<file path="src/rtl/qs_srt_fetch_ctrl.sv">
// -----------------------------------------------------------------------------
// qs_srt_fetch_ctrl
//
// Instruction fetch sequencer for a micro-coded engine. It walks a program
// counter through an instruction memory that has a fixed 1-cycle read latency.
// It also reacts to decode feedback on every retired instruction: taken jump,
// await-event, done and invalid.
//
// Configuration macro:
//   QS_SRT_FETCH_PERF_EN  When defined, the block builds saturating 32-bit
//                         retire and redirect counters. When undefined, both
//                         perf outputs tie to 0 and no counter flops exist.
//
// Ports:
//   clk             core clock, rising edge
//   rst             synchronous active-high reset
//   start_vld       start request; only honoured in IDLE
//   start_pc        first fetch address
//   fetch_req       imem read strobe
//   fetch_addr      imem read address
//   inst_vld        imem data of this cycle is a live instruction
//   inst_pc         address of that instruction
//   stall           execute backpressure; freezes the pipeline
//   dec_jump_taken  retiring instruction is a taken jump to dec_target
//   dec_target      jump target
//   dec_await       retiring instruction waits for evt_vld
//   dec_done        retiring instruction ends the program
//   dec_invalid     retiring instruction is illegal
//   evt_vld         resume event for AWAIT
//   busy            controller is not IDLE
//   done            one-cycle pulse on program completion
//   err             sticky error; cleared only by rst
//   perf_inst_cnt   retired-instruction count
//   perf_redir_cnt  taken-jump count
// -----------------------------------------------------------------------------
module qs_srt_fetch_ctrl #(
    parameter int PC_W = 10
) (
    input  logic            clk,
    input  logic            rst,
    input  logic            start_vld,
    input  logic [PC_W-1:0] start_pc,
    output logic            fetch_req,
    output logic [PC_W-1:0] fetch_addr,
    output logic            inst_vld,
    output logic [PC_W-1:0] inst_pc,
    input  logic            stall,
    input  logic            dec_jump_taken,
    input  logic [PC_W-1:0] dec_target,
    input  logic            dec_await,
    input  logic            dec_done,
    input  logic            dec_invalid,
    input  logic            evt_vld,
    output logic            busy,
    output logic            done,
    output logic            err,
    output logic [31:0]     perf_inst_cnt,
    output logic [31:0]     perf_redir_cnt
);

    typedef enum logic [1:0] {
        S_IDLE  = 2'd0,
        S_FETCH = 2'd1,
        S_AWAIT = 2'd2,
        S_ERROR = 2'd3
    } state_e;

    localparam logic [PC_W-1:0] PC_ONE = PC_W'(1);

    state_e          state_q, state_d;
    logic [PC_W-1:0] pc_q, pc_d;
    logic            inst_vld_q, inst_vld_d;
    logic [PC_W-1:0] inst_pc_q, inst_pc_d;
    logic            done_q, done_d;
    logic            fetch_req_c;
    logic            retire;

    // NOTE: every signal written here gets a default first. A path that
    // leaves one unassigned would infer a latch.
    always_comb begin
        state_d     = state_q;
        pc_d        = pc_q;
        inst_vld_d  = inst_vld_q;
        inst_pc_d   = inst_pc_q;
        done_d      = 1'b0;
        fetch_req_c = 1'b0;
        retire      = 1'b0;

        unique case (state_q)
            S_IDLE: begin
                inst_vld_d = 1'b0;
                if (start_vld) begin
                    pc_d    = start_pc;
                    state_d = S_FETCH;
                end
            end

            S_FETCH: begin
                // Under stall, all state holds. No fetch is issued and no
                // feedback is consumed.
                if (!stall) begin
                    retire     = inst_vld_q;
                    // Every redirecting event leaves inst_vld_d low. This
                    // kills the slot behind the retiring instruction,
                    // because no fetch is issued in this cycle.
                    inst_vld_d = 1'b0;
                    if (retire && dec_invalid) begin
                        state_d = S_ERROR;
                    end else if (retire && dec_done) begin
                        state_d = S_IDLE;
                        done_d  = 1'b1;
                    end else if (retire && dec_await) begin
                        state_d = S_AWAIT;
                        pc_d    = inst_pc_q + PC_ONE;
                    end else if (retire && dec_jump_taken) begin
                        pc_d = dec_target;
                    end else begin
                        fetch_req_c = 1'b1;
                        inst_vld_d  = 1'b1;
                        inst_pc_d   = pc_q;
                        pc_d        = pc_q + PC_ONE;
                    end
                end
            end

            S_AWAIT: begin
                inst_vld_d = 1'b0;
                if (evt_vld) begin
                    state_d = S_FETCH;
                end
            end

            S_ERROR: begin
                inst_vld_d = 1'b0;
            end

            default: begin
                state_d = S_IDLE;
            end
        endcase
    end

    // NOTE: state registers use non-blocking assignments, so every flop
    // samples the pre-edge value of its neighbours.
    always_ff @(posedge clk) begin
        if (rst) begin
            state_q    <= S_IDLE;
            pc_q       <= '0;
            inst_vld_q <= 1'b0;
            inst_pc_q  <= '0;
            done_q     <= 1'b0;
        end else begin
            state_q    <= state_d;
            pc_q       <= pc_d;
            inst_vld_q <= inst_vld_d;
            inst_pc_q  <= inst_pc_d;
            done_q     <= done_d;
        end
    end

    // The strobe is gated by rst. A fetch is then never presented while the
    // controller is being reset.
    assign fetch_req  = fetch_req_c & ~rst;
    assign fetch_addr = pc_q;
    assign inst_vld   = inst_vld_q;
    assign inst_pc    = inst_pc_q;
    assign busy       = (state_q != S_IDLE);
    assign done       = done_q;
    assign err        = (state_q == S_ERROR);

`ifdef QS_SRT_FETCH_PERF_EN
    logic [31:0] perf_inst_q;
    logic [31:0] perf_redir_q;
    logic        redir_evt;

    // A redirect counts only when the jump wins the event priority.
    assign redir_evt = retire & dec_jump_taken & ~dec_invalid & ~dec_done & ~dec_await;

    always_ff @(posedge clk) begin
        if (rst) begin
            perf_inst_q  <= '0;
            perf_redir_q <= '0;
        end else begin
            if (retire && (perf_inst_q != 32'hFFFF_FFFF)) begin
                perf_inst_q <= perf_inst_q + 32'd1;
            end
            if (redir_evt && (perf_redir_q != 32'hFFFF_FFFF)) begin
                perf_redir_q <= perf_redir_q + 32'd1;
            end
        end
    end

    assign perf_inst_cnt  = perf_inst_q;
    assign perf_redir_cnt = perf_redir_q;
`else
    assign perf_inst_cnt  = 32'd0;
    assign perf_redir_cnt = 32'd0;
`endif

endmodule

</file>
<file path="config.mk">
export PLATFORM = sky130hd
export DESIGN_NAME = qs_srt_fetch_ctrl
export DESIGN_NICKNAME = d
export VERILOG_FILES = /design/src/rtl/qs_srt_fetch_ctrl.sv
export SDC_FILE = /design/constraint.sdc
export NUM_CORES = 1
export LEC_CHECK = 0
export ABC_CLOCK_PERIOD_IN_PS = 4550
export BUFFER_PORTS_ARGS = -buffer_cell sky130_fd_sc_hd__buf_2
export CORE_ASPECT_RATIO = 1.5
export CORE_UTILIZATION = 48
export CTS_CLUSTER_SIZE = 25
export DETAILED_ROUTE_END_ITERATION = 8
export PLACE_DENSITY = 0.9
export SKIP_LAST_GASP = 1
export SLEW_MARGIN = 20
export SYNTH_ARGS = -nofsm -noshare
export SYNTH_HDL_FRONTEND = slang
export SYNTH_SLANG_ARGS = --single-unit
</file>
<file path="constraint.sdc">
create_clock -name clk -period 4.55 [get_ports clk]
set_clock_uncertainty 0.15 [all_clocks]
set_input_delay 0 -clock clk [delete_from_list [all_inputs] [get_ports clk]]
set_output_delay 0 -clock clk [all_outputs]
set_load 0.1 [all_outputs]
</file>
==> impl_metrics.ini, run 1 <==
[synthesis]
ys_warn_count = 0
yosysMostFrequentCell = buf_4
yosysSeqAreaShare = 0.232
yosysUniqueCellTypes = 46
synthTopCellsByArea = buf_4, dfxtp_1, mux2i_1
avgSynthCellArea_um2 = 8.07
synth.largest_area_cell = buf_4
synth_top_cell_area_share = 0.242
synthCells = 257
syn_area_um2 = 2070
ys_ff_latch = 24
synth_edf_count = 0
ys.flop_type = dfxtp_1
synth_commonest_cells = buf_4, nor2_1, dfxtp_1, o21ai_0, mux2i_1
synthArstFlopShare = 0

[cts]
clock_latency_ns = 0.27
post_cts_buffers = 0
cts.clk_slew.worst_paths_ns = 0.09
cts_root_buffer = clkbuf_8
htreeDepth = 1
cts_buffers = 3
clock-sinks = 24
holdBufCountCts = 14
ctsResizeCount = 0
cts_tree = yes
cts_buffer_depth = 2

[detailed_routing]
ant_nets = 0
wl_per_cell_um = 13.7
via_per_inst = 5.37
drc_errors = 0
vias = 1932
drtIter0Drc = 61
detailedRoute.firstPassIterationCount = 6
drt_wl_total_um = 4940

[grt]
globalRouteOverflowTotal = 0
grt_pass1_wl_um = 7490
track_usage = 0.205
antenna_found_initial = 0
grt_max_degree = 30
first_global_vias = 1671

[place]
io_buffers = 53
globalplace.congestion = 0.886
hpwl_um = 3630
pre_cts_slack_ns = 2.31
placed_area_um2 = 2080

[floorplan]
die_h_um = 82.5
rows = 28
die_x_um = 55.7
io_pins = 118
die_area_um2 = 4590
start_util = 0.515
fp.coreArea_um2 = 4030

[power]
powerDensity_nw_per_um2 = 368
p_total_w = 0.000837
vdd_drop_max_mv = 0.231
p_leak_nw = 1.15

[sta]
postLayoutSetupSlackWorst_ns = 2.01
setup_viol = 0
max_slew_margin = 0.547
tightest_slew_ns = 0.678
fin_crit_sh = 0.558
tns_ns = 0
period_minus_slack_ns = 2.54
fmaxAchievable_mhz = 394
rsz0062_at_grt = false
slew_viol_final = 0
hold_viol = 0

[worst_setup_path]
crit_path_end_kind = output pin
cpPeakStageDelay_ns = 0.55
path_cells = and2b_1 > nand3_1 > nor2_1 > buf_2
criticalPathCategory = reg -> out
cp.required_ns = 4.40
slowest_stage = dfxtp_1
crit_fanout = 13
cp.arrival_ns = 2.39
crit_path_start_kind = register

[status]
run_status = finished, final reports clean

[final_layout]
area_growth_pct = 9.47
fin_area_um2 = 2270
fin_nets = 347
drive_gt1_frac = 0.200
antenna_cells = 0

[run]
drv_cap = 0

[hold_path]
hold_path_class = in -> reg
[sequential cells by signal (all words and copies together), names as in the netlist]
register and cells:
done 1, fetch_addr 10, state_q 2, inst_vld 1, inst_pc 10
[metal layers]
metal  vias to the layer above  GRT usage  wire, µm
li1                        889          -         -
met1                       896      0.220      1900
met2                       130      0.382      2520
met3                        17     0.0249       343
met4                         0      0.133       178
met5                         -          0         0
[worst max-delay path, delay by kind of cell (launching register included)]
kind,cells,cell delay (ns)
buf+inv,1,0.45
flops,1,0.55
simple gates,3,1.11
[area by class of cell]
class / count / area (µm²)
repair buffers: 67 / 405
inverters: 3 / 11.3
flip-flops and latches: 24 / 480
multi-input cells: 217 / 1260
clock buffers: 4 / 55.1
well taps: 45 / 56.3
fillers: 384 / 1760
[cell usage in the layout, fill, tap and decap left out, types with 3 or more instances in the layout]
cell type / count
a21oi_1: 7
xnor2_1: 5
dfxtp_1: 24
o21ai_0: 13
clkbuf_8: 4
nand3_1: 7
o41ai_2: 4
buf_2: 53
conb_1: 64
a211oi_1: 9
nand4_1: 3
inv_1: 3
dlygate4sd3_1: 14
mux2i_1: 11
xor2_1: 7
nor2_1: 26
nand2_1: 9
nand3b_1: 4
nor3_1: 8
and2_1: 4
[kinds of logic after synthesis]
group                    count (synthesis)  synth area share
AND/OR/NAND/NOR                         75             0.186
other                                    1           0.00181
AO/OA/AOI/OAI                           53             0.191
buffers and inverters                   79             0.274
multiplexers                            11            0.0531
flip-flops                              24             0.232
XOR/XNOR                                12            0.0507
adder cells (fa/ha/maj)                  2            0.0121
[worst paths after layout]
kind,startpoint,slack (ns),cells past startpoint,endpoint
hold / removal,dec_invalid,0.002,3,state_q[1]$_SDFFE_PP0P_
hold reg to reg,inst_pc[9]$_SDFFE_PP0P_,0.40,2,inst_pc[9]$_SDFFE_PP0P_
setup reg to reg,state_q[0]$_SDFFE_PP0P_,2.43,4,inst_pc[4]$_SDFFE_PP0P_
setup / recovery,state_q[0]$_SDFFE_PP0P_,2.01,4,fetch_req
[through the flow]
step / util / instances / hold slack (ns)
after floorplan: - / 320 / -0.0317
after global placement: 0.515 / 342 / 0.159
after detailed placement: 0.515 / 342 / 0.163
after CTS: 0.564 / 360 / 0.00466
after global routing: 0.564 / 360 / 0.0143
final: 0.564 / 360 / 0.00168
[report_power, final]
group / internal [W] / switching [W]
clock network: 0.0000774 / 0.0000728
logic: 0.0000582 / 0.000380
registers: 0.000223 / 0.0000257
total: 0.000358 / 0.000478
Power figures use the tool's default switching activity.
==> inputs of run 2 (changes only) <==
ABC_CLOCK_PERIOD_IN_PS = 2110   (was 4550)
CORE_UTILIZATION = 40   (was 48)
PLACE_DENSITY = 0.81   (was 0.9)
clock period = 2.11 ns   (was 4.55 ns; I/O delays follow)
==> run 2 against run 1 <==
- power increased by 120%
- sequential share of layout area increased by 0.21 points
- via count decreased by 4.2%
- critical endpoint is now fetch_addr[9]$_SDFFE_PP0P_
- critical path depth increased by 1
- count of clock-buffer cells in the layout unchanged
- non-clock buffer count increased by 1
==> impl_metrics.ini, run 2 (synthesis results as in run 1) <==
[detailed_routing]
vias = 1851
drtIter0Drc = 86
via_per_inst = 4.85
ant_nets = 0
drc_errors = 0
detailedRoute.firstPassIterationCount = 4
wl_per_cell_um = 12.8
drt_wl_total_um = 4900

[worst_setup_path]
crit_fanout = 12
r2r_start = state_q[1]$_SDFFE_PP0P_
criticalPathCategory = reg -> reg
worstSetupStartpoint = state_q[1]$_SDFFE_PP0P_
crit_path_start_kind = register
crit_path_end_kind = register
cp.arrival_ns = 1.86
cp.required_ns = 2.10

[power]
p_total_w = 0.00181
powerDensity_nw_per_um2 = 770
p_leak_nw = 1.16
vdd_drop_max_mv = 0.293

[floorplan]
die_area_um2 = 5480
die_x_um = 60.8
die_h_um = 90.2
fp.coreArea_um2 = 4930
rows = 31
start_util = 0.421
io_pins = 118

[sta]
period_minus_slack_ns = 1.87
max_slew_margin = 0.597
setup_viol = 0
tightest_slew_ns = 0.605
hold_viol = 0
rsz0062_at_grt = false
fin_crit_sh = 0.886
slew_viol_final = 0
fmaxAchievable_mhz = 535
tns_ns = 0

[cts]
htreeDepth = 1
clock_latency_ns = 0.27
cts_root_buffer = clkbuf_8
cts_tree = yes
cts.clk_slew.worst_paths_ns = 0.09
cts_buffers = 3
clock-sinks = 24
cts_buffer_depth = 2
post_cts_buffers = 0

[place]
hpwl_um = 3690
io_buffers = 53
globalplace.congestion = 0.867

[final_layout]
regArea_um2 = 502
drive_gt1_frac = 0.263
area_growth_pct = 13.2
multi_input_area_um2 = 1270
fin_nets = 348
fillers = 524
layout_commonest_cell = conb_1
final_cell_mix = conb_1, buf_2, nor2_1, dfxtp_2, dlygate4sd3_1
antenna_cells = 0

[hold_path]
hold_start = dec_invalid
hold_path_class = in -> reg

[grt]
globalRouteOverflowTotal = 0
track_usage = 0.188
grt_pass1_wl_um = 7960
grt_max_degree = 30
antenna_found_initial = 0
first_global_vias = 1683

[status]
run_status = finished, final reports clean

[run]
drv_cap = 0
[run 2: cell types whose count changed in the layout (fill, tap and decap cells not counted)]
| cell | before | now |
|---|---|---|
| dfxtp_1 | 24 | 7 |
| dfxtp_2 | 0 | 17 |
| buf_12 | 0 | 1 |
| buf_2 | 53 | 52 |
| buf_4 | 0 | 1 |
| nor2_1 | 26 | 25 |
| nor2_4 | 0 | 1 |
| or2_1 | 1 | 0 |
| or2_2 | 0 | 1 |
[run 2: path summary, 6_finish.rpt]
kind	depth (start not counted)	to	slack, ns
min reg2reg	2	inst_pc[1]$_SDFFE_PP0P_	0.37
min	4	inst_vld$_SDFFE_PP0N_	0.008
max	5	fetch_addr[9]$_SDFFE_PP0P_	0.24
max reg2reg	5	fetch_addr[9]$_SDFFE_PP0P_	0.24
[run 2: area by class of cell]
class / count / area share
timing repair buffer: 68 / 0.182
sequential: 24 / 0.214
multi-input combinational: 217 / 0.541
tap: 66 / 0.0352
inverter: 3 / 0.00479
clock buffer: 4 / 0.0234
[run 2: routing by layer]
layer	track usage	vias up	share of wire
li1	-	894	-
met2	0.331	110	0.52
met4	0.0701	0	0.014
met1	0.221	840	0.40
met3	0.0273	7	0.069
met5	0	-	0
[run 2: timing repair]
item | CTS | global route
resized for setup | 0 | 2
endpoints found under the setup margin | 0 | 2
endpoints found under the hold margin | 13 | 0
hold buffers | 14 | 0
[run 2: through the flow]
step | hold slack (ns) | setup slack, ns | area (µm²) | util | instances
5_1_grt | 0.0474 | 0.0773 | 2350 | 0.477 | 382
3_3_place_gp | 0.146 | 0.266 | 2150 | 0.437 | 364
4_1_cts | 0.00676 | 0.154 | 2350 | 0.477 | 382
2_1_floorplan | -0.0317 | 0.0267 | 2340 | - | 320
3_5_place_dp | 0.143 | 0.181 | 2150 | 0.437 | 364
6_report | 0.00830 | 0.240 | 2350 | 0.477 | 382
[run 2: critical path, stage by stage, from the launching register on]
cell,delay [ns]
dfxtp_1,0.37
nor2_1,0.22
a21oi_1,0.10
or2_2,0.43
a221oi_1,0.36
a211oi_2,0.11
[run 2: where the power goes]
| group | switching (W) | total [W] | leakage (nW) | internal (W) |
|---|---|---|---|---|
| clock network | 0.000155 | 0.000322 | 0.0288 | 0.000167 |
| logic | 0.000819 | 0.000946 | 0.926 | 0.000128 |
| registers | 0.0000539 | 0.000539 | 0.203 | 0.000485 |
